### src/rtl/jtframe_obj_pkg.sv
// Shared definitions for the object row renderer: FSM encoding and pixel packing.
package jtframe_obj_pkg;

    typedef enum logic [1:0] {
        ST_IDLE  = 2'd0,
        ST_FETCH = 2'd1,
        ST_DRAW  = 2'd2
    } state_t;

    localparam int PIX_W        = 4;
    localparam int PIX_PER_WORD = 8;

endpackage

### src/rtl/jtframe_obj_draw_shift.sv
// 32-bit pixel shift register. The nibble output already sees the incoming word on a
// load cycle, so the first pixel of a word can be registered on the same edge as the load.
module jtframe_obj_draw_shift
    import jtframe_obj_pkg::*;
(
    input  logic             clk,
    input  logic             rst_n,
    input  logic             load,
    input  logic             shift,
    input  logic             rev,
    input  logic [31:0]      din,
    output logic [PIX_W-1:0] nibble
);

    logic [31:0] sr_reg;
    logic [31:0] src;

    always_comb begin
        src    = load ? din : sr_reg;
        nibble = rev ? src[PIX_W-1:0] : src[31 -: PIX_W];
    end

    always_ff @(posedge clk or negedge rst_n) begin
        if (!rst_n) begin
            sr_reg <= '0;
        end else if (load || shift) begin
            sr_reg <= rev ? (src >> PIX_W) : (src << PIX_W);
        end
    end

endmodule

### src/rtl/jtframe_obj_draw.sv
// Sprite row renderer: fetches one 16-pixel row as two ROM words and writes it,
// one palette-tagged pixel per clock, into the object line buffer.
module jtframe_obj_draw
    import jtframe_obj_pkg::*;
#(
    parameter int CW = 12,
    parameter int PW = 4,
    parameter int AW = 9
) (
    input  logic              clk,
    input  logic              rst_n,
    input  logic              draw,
    output logic              busy,
    input  logic [CW-1:0]     code,
    input  logic [AW-1:0]     xpos,
    input  logic [3:0]        ysub,
    input  logic              hflip,
    input  logic              vflip,
    input  logic [PW-1:0]     pal,
    output logic [CW+4:0]     rom_addr,
    output logic              rom_cs,
    input  logic              rom_ok,
    input  logic [31:0]       rom_data,
    output logic [AW-1:0]     buf_addr,
    output logic [PW+3:0]     buf_din,
    output logic              buf_we
);

    localparam int PC_W = $clog2(PIX_PER_WORD);
    localparam logic [PC_W-1:0] LAST_PIX = PC_W'(PIX_PER_WORD - 1);

    state_t            state_reg;
    logic [CW-1:0]     code_reg;
    logic [3:0]        row_reg;
    logic              hflip_reg;
    logic [PW-1:0]     pal_reg;
    logic              half_reg;
    logic              first_reg;
    logic [AW-1:0]     cnt_reg;
    logic [PC_W-1:0]   pix_reg;

    logic              sr_load;
    logic              sr_shift;
    logic [PIX_W-1:0]  nibble;

    // The first FETCH cycle never honours rom_ok: it may still be the previous answer
    assign sr_load  = (state_reg == ST_FETCH) && !first_reg && rom_ok;
    assign sr_shift = (state_reg == ST_DRAW) && (pix_reg != LAST_PIX);

    jtframe_obj_draw_shift u_shift (
        .clk    (clk),
        .rst_n  (rst_n),
        .load   (sr_load),
        .shift  (sr_shift),
        .rev    (hflip_reg),
        .din    (rom_data),
        .nibble (nibble)
    );

    always_ff @(posedge clk or negedge rst_n) begin
        if (!rst_n) begin
            state_reg <= ST_IDLE;
            busy      <= 1'b0;
            rom_cs    <= 1'b0;
            rom_addr  <= '0;
            buf_we    <= 1'b0;
            buf_addr  <= '0;
            buf_din   <= '0;
            code_reg  <= '0;
            row_reg   <= '0;
            hflip_reg <= 1'b0;
            pal_reg   <= '0;
            half_reg  <= 1'b0;
            first_reg <= 1'b0;
            cnt_reg   <= '0;
            pix_reg   <= '0;
        end else begin
            case (state_reg)
                ST_IDLE: begin
                    if (draw) begin
                        code_reg  <= code;
                        row_reg   <= ysub ^ {4{vflip}};
                        hflip_reg <= hflip;
                        pal_reg   <= pal;
                        half_reg  <= hflip;
                        cnt_reg   <= xpos;
                        rom_addr  <= {code, ysub ^ {4{vflip}}, hflip};
                        rom_cs    <= 1'b1;
                        busy      <= 1'b1;
                        first_reg <= 1'b1;
                        state_reg <= ST_FETCH;
                    end
                end
                ST_FETCH: begin
                    first_reg <= 1'b0;
                    if (sr_load) begin
                        rom_cs    <= 1'b0;
                        buf_we    <= 1'b1;
                        buf_addr  <= cnt_reg;
                        buf_din   <= {pal_reg, nibble};
                        cnt_reg   <= cnt_reg + 1'b1;
                        pix_reg   <= '0;
                        state_reg <= ST_DRAW;
                    end
                end
                ST_DRAW: begin
                    if (pix_reg == LAST_PIX) begin
                        buf_we <= 1'b0;
                        // The second word is the one whose half differs from hflip
                        if (half_reg != hflip_reg) begin
                            busy      <= 1'b0;
                            state_reg <= ST_IDLE;
                        end else begin
                            half_reg  <= ~half_reg;
                            rom_addr  <= {code_reg, row_reg, ~half_reg};
                            rom_cs    <= 1'b1;
                            first_reg <= 1'b1;
                            state_reg <= ST_FETCH;
                        end
                    end else begin
                        buf_addr <= cnt_reg;
                        buf_din  <= {pal_reg, nibble};
                        cnt_reg  <= cnt_reg + 1'b1;
                        pix_reg  <= pix_reg + 1'b1;
                    end
                end
                default: state_reg <= ST_IDLE;
            endcase
        end
    end

endmodule
### config.mk
export PLATFORM = sky130hd
export DESIGN_NAME = jtframe_obj_draw
export DESIGN_NICKNAME = d
export VERILOG_FILES = /design/src/rtl/jtframe_obj_pkg.sv /design/src/rtl/jtframe_obj_draw_shift.sv /design/src/rtl/jtframe_obj_draw.sv
export SDC_FILE = /design/constraint.sdc
export NUM_CORES = 1
export LEC_CHECK = 0
export ABC_AREA = 1
export CAP_MARGIN = 20
export CORE_ASPECT_RATIO = 1.75
export CORE_MARGIN = 3
export CORE_UTILIZATION = 31
export CTS_CLUSTER_DIAMETER = 40
export DETAILED_ROUTE_END_ITERATION = 8
export HOLD_SLACK_MARGIN = 0.06
export SLEW_MARGIN = 30
export SYNTH_ARGS = -nofsm -noshare
export SYNTH_HDL_FRONTEND = slang
export SYNTH_HIERARCHICAL = 1
export SYNTH_SLANG_ARGS = --single-unit
export TNS_END_PERCENT = 50
### constraint.sdc
create_clock -name clk -period 2.4 [get_ports clk]
set_input_delay 0.36 -clock clk [delete_from_list [all_inputs] [get_ports clk]]
set_output_delay 0.36 -clock clk [all_outputs]
set_load 0.03 [all_outputs]
# ---- Word level (Yosys, flattened, before mapping)
# Index checks and enable logic that the tools add are counted.
dict set report op_classes {
  addsub 2
  mux 41
  eq_ne 11
  n_bitwise 2
  n_reduce_logical 18
}
# cell count
set ops {}
lappend ops {{$mux 32} 2}
lappend ops {{$mux 17} 3}
lappend ops {{$mux 9} 5}
lappend ops {{$pmux 17 s2} 1}
lappend ops {{$pmux 9 s3} 1}
lappend ops {{$pmux 9 s2} 1}
lappend ops {{$mux 8} 2}
lappend ops {{$pmux 8 s2} 1}
lappend ops {{$reduce_and 4->1} 4}
lappend ops {{$mux 1} 12}
lappend ops {{$add 9x1->9 const B} 1}
lappend ops {{$reduce_and 3->1} 3}
lappend ops {{$mux 2} 3}
lappend ops {{$mux 3} 2}
lappend ops {{$ne 2x1->1 const B} 3}
lappend ops {{$ne 2x2->1 const B} 3}
lappend ops {{$pmux 1 s2} 3}
lappend ops {{$pmux 1 s3} 2}
lappend ops {{$pmux 2 s3} 1}
lappend ops {{$pmux 3 s2} 1}
lappend ops {{$reduce_and 5->1} 1}
lappend ops {{$mux 4} 1}
lappend ops {{$reduce_bool 2->1} 2}
lappend ops {{$xor 4x4->4} 1}
lappend ops {{13 further kinds} 15}
dict set report word_totals {
  input_bits 67
  output_inout_bits 37
  reg_bits 106
  word_cells 90
}

# ---- Logic depth before layout (Yosys ltp)
dict set report logic_depth {
  ltp_word 7
  ltp_mapped 13
}

# ---- Cells and area by module
# The synthesis kept the hierarchy.
# module area_per_inst_um2 cells_each instances seq_area_each_um2
set modules_own_cells {}
lappend modules_own_cells {jtframe_obj_draw 3535.9 447 1 1826.8}
lappend modules_own_cells {jtframe_obj_draw_shift 1799.2 279 1 800.8}

# ---- Least setup slack after synthesis
# OpenSTA, ideal clock, no wires.
dict set report synth_path {
  path_type {register -> register}
  from {register state_reg[1]}
  to {register buf_din[2]}
  path_buffers 2
  stages_incl_launch_ff 13
  required_time_ns 2.334
  path_slack_ns 0.564
  setup_time_ns 0.066
  t_arrival_ns 1.770
  path_cell_list {dfrtp_1 > inv_1 > ha_1 > nand3_2 > inv_1 > buf_2 > clkbuf_1 > nand2_1 > nand2_1 > nand2_1 > nand2_1 > nand3_1 > nand2_1}
}
dict set report synth_between {
  elab_chain_len 7
  word_cells_on_any_way 13
  cone_classes {eq/ne: 4; mux: 5; reduce/logical: 4}
}
# item line_no
set synth_rtl {}
lappend synth_rtl {{start: declaration} jtframe_obj_draw.sv:32} ;# state_t state_reg;
lappend synth_rtl {{start signal: assignment} jtframe_obj_draw.sv:62} ;# state_reg <= ST_IDLE;
lappend synth_rtl {{start signal: assignment} jtframe_obj_draw.sv:91} ;# state_reg <= ST_FETCH;
lappend synth_rtl {{start signal: assignment} jtframe_obj_draw.sv:103} ;# state_reg <= ST_DRAW;
lappend synth_rtl {{$eq 2x1->1 (*)} jtframe_obj_draw.sv:47} ;# assign sr_load = (state_reg == ST_FETCH) && !first_reg && rom_ok;
lappend synth_rtl {{$logic_and 1x1->1 (*) (2 in a row)} jtframe_obj_draw.sv:47}
lappend synth_rtl {{net sr_load} jtframe_obj_draw.sv:42} ;# logic sr_load;
lappend synth_rtl {{$mux 32 (*)} jtframe_obj_draw_shift.sv:19} ;# src = load ? din : sr_reg;
lappend synth_rtl {{$mux 4 (*)} jtframe_obj_draw_shift.sv:20} ;# nibble = rev ? src[PIX_W-1:0] : src[31 -: PIX_W];
lappend synth_rtl {{net nibble[2]} jtframe_obj_draw.sv:44} ;# logic [PIX_W-1:0] nibble;
lappend synth_rtl {{$mux 8 (on tied branches)} {jtframe_obj_draw.sv:107, jtframe_obj_draw.sv:96}}
lappend synth_rtl {{$pmux 8 s2 (*)} jtframe_obj_draw.sv:78} ;# case (state_reg)
lappend synth_rtl {{end signal: assignment} jtframe_obj_draw.sv:100} ;# buf_din <= {pal_reg, nibble};
lappend synth_rtl {{end signal: assignment} jtframe_obj_draw.sv:122} ;# buf_din <= {pal_reg, nibble};
lappend synth_rtl {{end: declaration} jtframe_obj_draw.sv:25} ;# output logic [PW+3:0] buf_din,
# Mark *: on every way through the listed nets, which the timed path passes. The rest lies on a longest branch. The select of a mux whose other input is x is not followed.
# A chain may end at the register's enable or synchronous reset.

# ---- Worst setup path in the final report
# Same ends and word-level chain as after synthesis.

==> results.toml <==
[power_and_ir_drop]
p_clk_share_pct = 16.4
powerDensity_nw_per_um2 = 1320
switching_share_pct = 45.0
p_int_w = 0.00505
seq_power_share_pct = 33.0
vdd_drop_max_mv = 0.639
switchingPower_w = 0.00414
p_leak_nw = 3.53
power.share.combinational_pct = 50.7

[yosys]
synth_area_um2 = 5340
ys_ff_latch = 105
yosys.area.top_type = "dfrtp_1"
yosys-top-cells-count = "nand2_1 (395), dfrtp_1 (105), nand3_1 (63)"
async_flop_share_pct = 100
synthTopCellsByArea = "dfrtp_1 (49%), nand2_1 (28%), nand3_1 (5.9%), o21ai_0 (4.2%), inv_1 (2.7%)"
yosysTopAreaCellShare_pct = 49.2
synth_warnings = 6
syn_area_per_cell_um2 = 7.35
ys_seq_area_share_pct = 49.2
post-synth-top-count-cell = "nand2_1"
ys_types = 28
synth_edf_count = 0
synthFlopType = "dfrtp_1"
syn_nets = 801
syn_inst = 726

[sta]
setup_tns_ns = 0
slew_headroom_pct = 63.9
finalSetupViolations = 0
finClkSkew_ns = 0.0112
final.min_clock_period_ns = 2.03
finalHoldViolCount = 0
worst_slew_pin_slew_ns = 0.541
drv_slew = 0
fin_crit_sh_pct = 84.6
max_freq_mhz = 492
rsz0062_at_grt = "no"

[setup_path]
worstPathRequired_ns = 2.63
max_stage_delay_ns = 0.40
slowest_stage = "dfrtp_1"
startpoint_type = "flop"
end_kind = "flop"
critPathKind = "reg2reg"
path_common_cell = "nand2_1"
cp_cell_sequence = "inv_1 > ha_1 > nand3_2 > inv_1 > inv_1 > buf_4 > nand2_1 > nand2_1 > nand2_1 > nand2_1 > nand3_1 > nand2_1"
arrival_ns = 2.26
path_max_fanout = 32

[finish]
fin_nets = 905
drive_gt1_share_pct = 6.23
largest_register_ffs = 32
areaGrowthSynthToFinish_pct = 30.3
stdcell_count = 1059
fillers = 1748
antenna_cells = 0

[routing]
drt_iter0_markers = 203
vias_per_cell = 4.52
first_pass_iters = 5
drt_drc_violations_left = 0
vias = 4783
drt_wl_total_um = 14400
ant_nets = 0
routedWlPerCell_um = 13.6

[placement]
hpwlAfterDp_um = 10800
portBuffers = 103
placed_cells = 1042
gp_congestion = 0.811

[job]
maxCapViolations = 0

[global_route]
grt_first_pass_wirelength_um = 24300
grt_usage_pct = 15.9
grt.overflow.total = 0
grt_max_degree = 39
antenna_found_initial = 0
first_global_vias = 4900

[clock_tree]
htree_levels = 3
postCtsResizedCells = 0
cts_sinks = 105
clkTransAtPathRegs_ns = 0.07
cts_made_buffers = 9
clkLatencyLatePin_ns = 0.34
cts_tree = "done"
postCtsSetupRepairBufs = 0
root_buffer = "clkbuf_16"
clk_path_buf_depth = 2

[floorplanning]
coreArea_um2 = 16700
die_area_um2 = 18900
rows = 62
die_w_um = 105
die_height_um = 180
initial_core_util_pct = 32.0
ioPinCount = 104

[worst_hold_path]
min_path_type = "reg2reg"

[outcome]
status = "completed"
## final timing paths
path	depth (start not counted)	startpoint	slack [ns]	end
worst max register to register	12	state_reg[1]	0.37	buf_din[2]
min in group asynchronous	2	rst_n	0.53	cnt_reg[1]
worst min register to register	2	buf_din[4]	0.47	buf_din[4]
worst max-delay path	12	state_reg[1]	0.37	buf_din[2]
worst min-delay path	2	buf_din[4]	0.47	buf_din[4]
max in group asynchronous	3	rst_n	1.26	rom_addr[1]
## layer usage
metal  vias to the layer above  track usage, %  routed length (um)
met3                        22            2.40                 438
met1                      2207            17.6                5750
met5                         -               0                   0
met4                         0            6.78                 351
li1                       2458               -                   -
met2                        96            29.7                7830
## stage by stage
stage	total power (W)	worst slack [ns]	area, um^2	util [%]	hold slack (ns)
CTS	0.00935	0.338	6950	41.7	0.483
detailed placement	0.00780	0.320	6640	39.8	0.378
floorplan	0.00623	0.564	5340	-	0.0644
global placement	0.00775	0.380	6640	39.8	0.378
global route	0.0101	0.161	6950	41.7	0.494
finish	0.00919	0.369	6950	41.7	0.475
## placed cells by master (no fill, tap or decap), types with 2 or more instances in the layout
cell type | Yosys | routed
a21oi_1 | 2 | 2
inv_1 | 38 | 38
nand4_1 | 2 | 2
ha_1 | 8 | 8
buf_4 | 5 | 19
dfrtp_1 | 105 | 105
xor2_1 | 3 | 3
o21ai_0 | 45 | 45
clkdlybuf4s50_1 | 0 | 102
clkbuf_16 | 0 | 9
o21ai_1 | 2 | 2
or2_2 | 2 | 2
inv_6 | 0 | 3
nand3_1 | 63 | 63
clkinvlp_4 | 0 | 2
nor2_1 | 15 | 15
nand2_1 | 395 | 395
nand2_2 | 3 | 3
buf_12 | 0 | 2
nor2_4 | 3 | 3
## cell families after synthesis
group,after synthesis,share of synthesized area (%)
buffers and inverters,72,6.24
xor gates and xnor gates,4,0.657
adders and majority gates,8,1.88
DFF,105,49.2
AOI/OAI and AO/OA,52,5.37
and+or+nand+nor,485,36.6
## cell type report
type,count,area [um^2],area share [%]
flip-flops and latches,105,2630,37.8
well taps,224,280,4.03
clock buffers,9,225,3.24
multi-input cells,549,2370,34.1
clock inverters,7,76.3,1.10
repair buffers,124,1210,17.5
inverters,41,156,2.25
## critical path, delay by kind of cell, from the launching register on
kind,cells,cell delay [ns]
adder cells (fa/ha/maj),1,0.31
buffers and inverters,4,0.60
flip-flops,1,0.40
AND/OR/NAND/NOR,7,0.61
## power groups by stage
stage | sequential [W] | combinational, W | clock [W]
2_1_floorplan | 0.00346 | 0.00277 | 0
3_3_place_gp | 0.00306 | 0.00469 | 0
3_5_place_dp | 0.00307 | 0.00473 | 0
4_1_cts | 0.00304 | 0.00475 | 0.00157
5_1_grt | 0.00313 | 0.00530 | 0.00163
6_report | 0.00303 | 0.00466 | 0.00150
## what timing repair did
item                                   CTS  global route
setup endpoints to repair                0             0
hold buffers                             1             0
endpoints found under the hold margin   35             0
No activity file was read; power rests on OpenSTA's default activity.
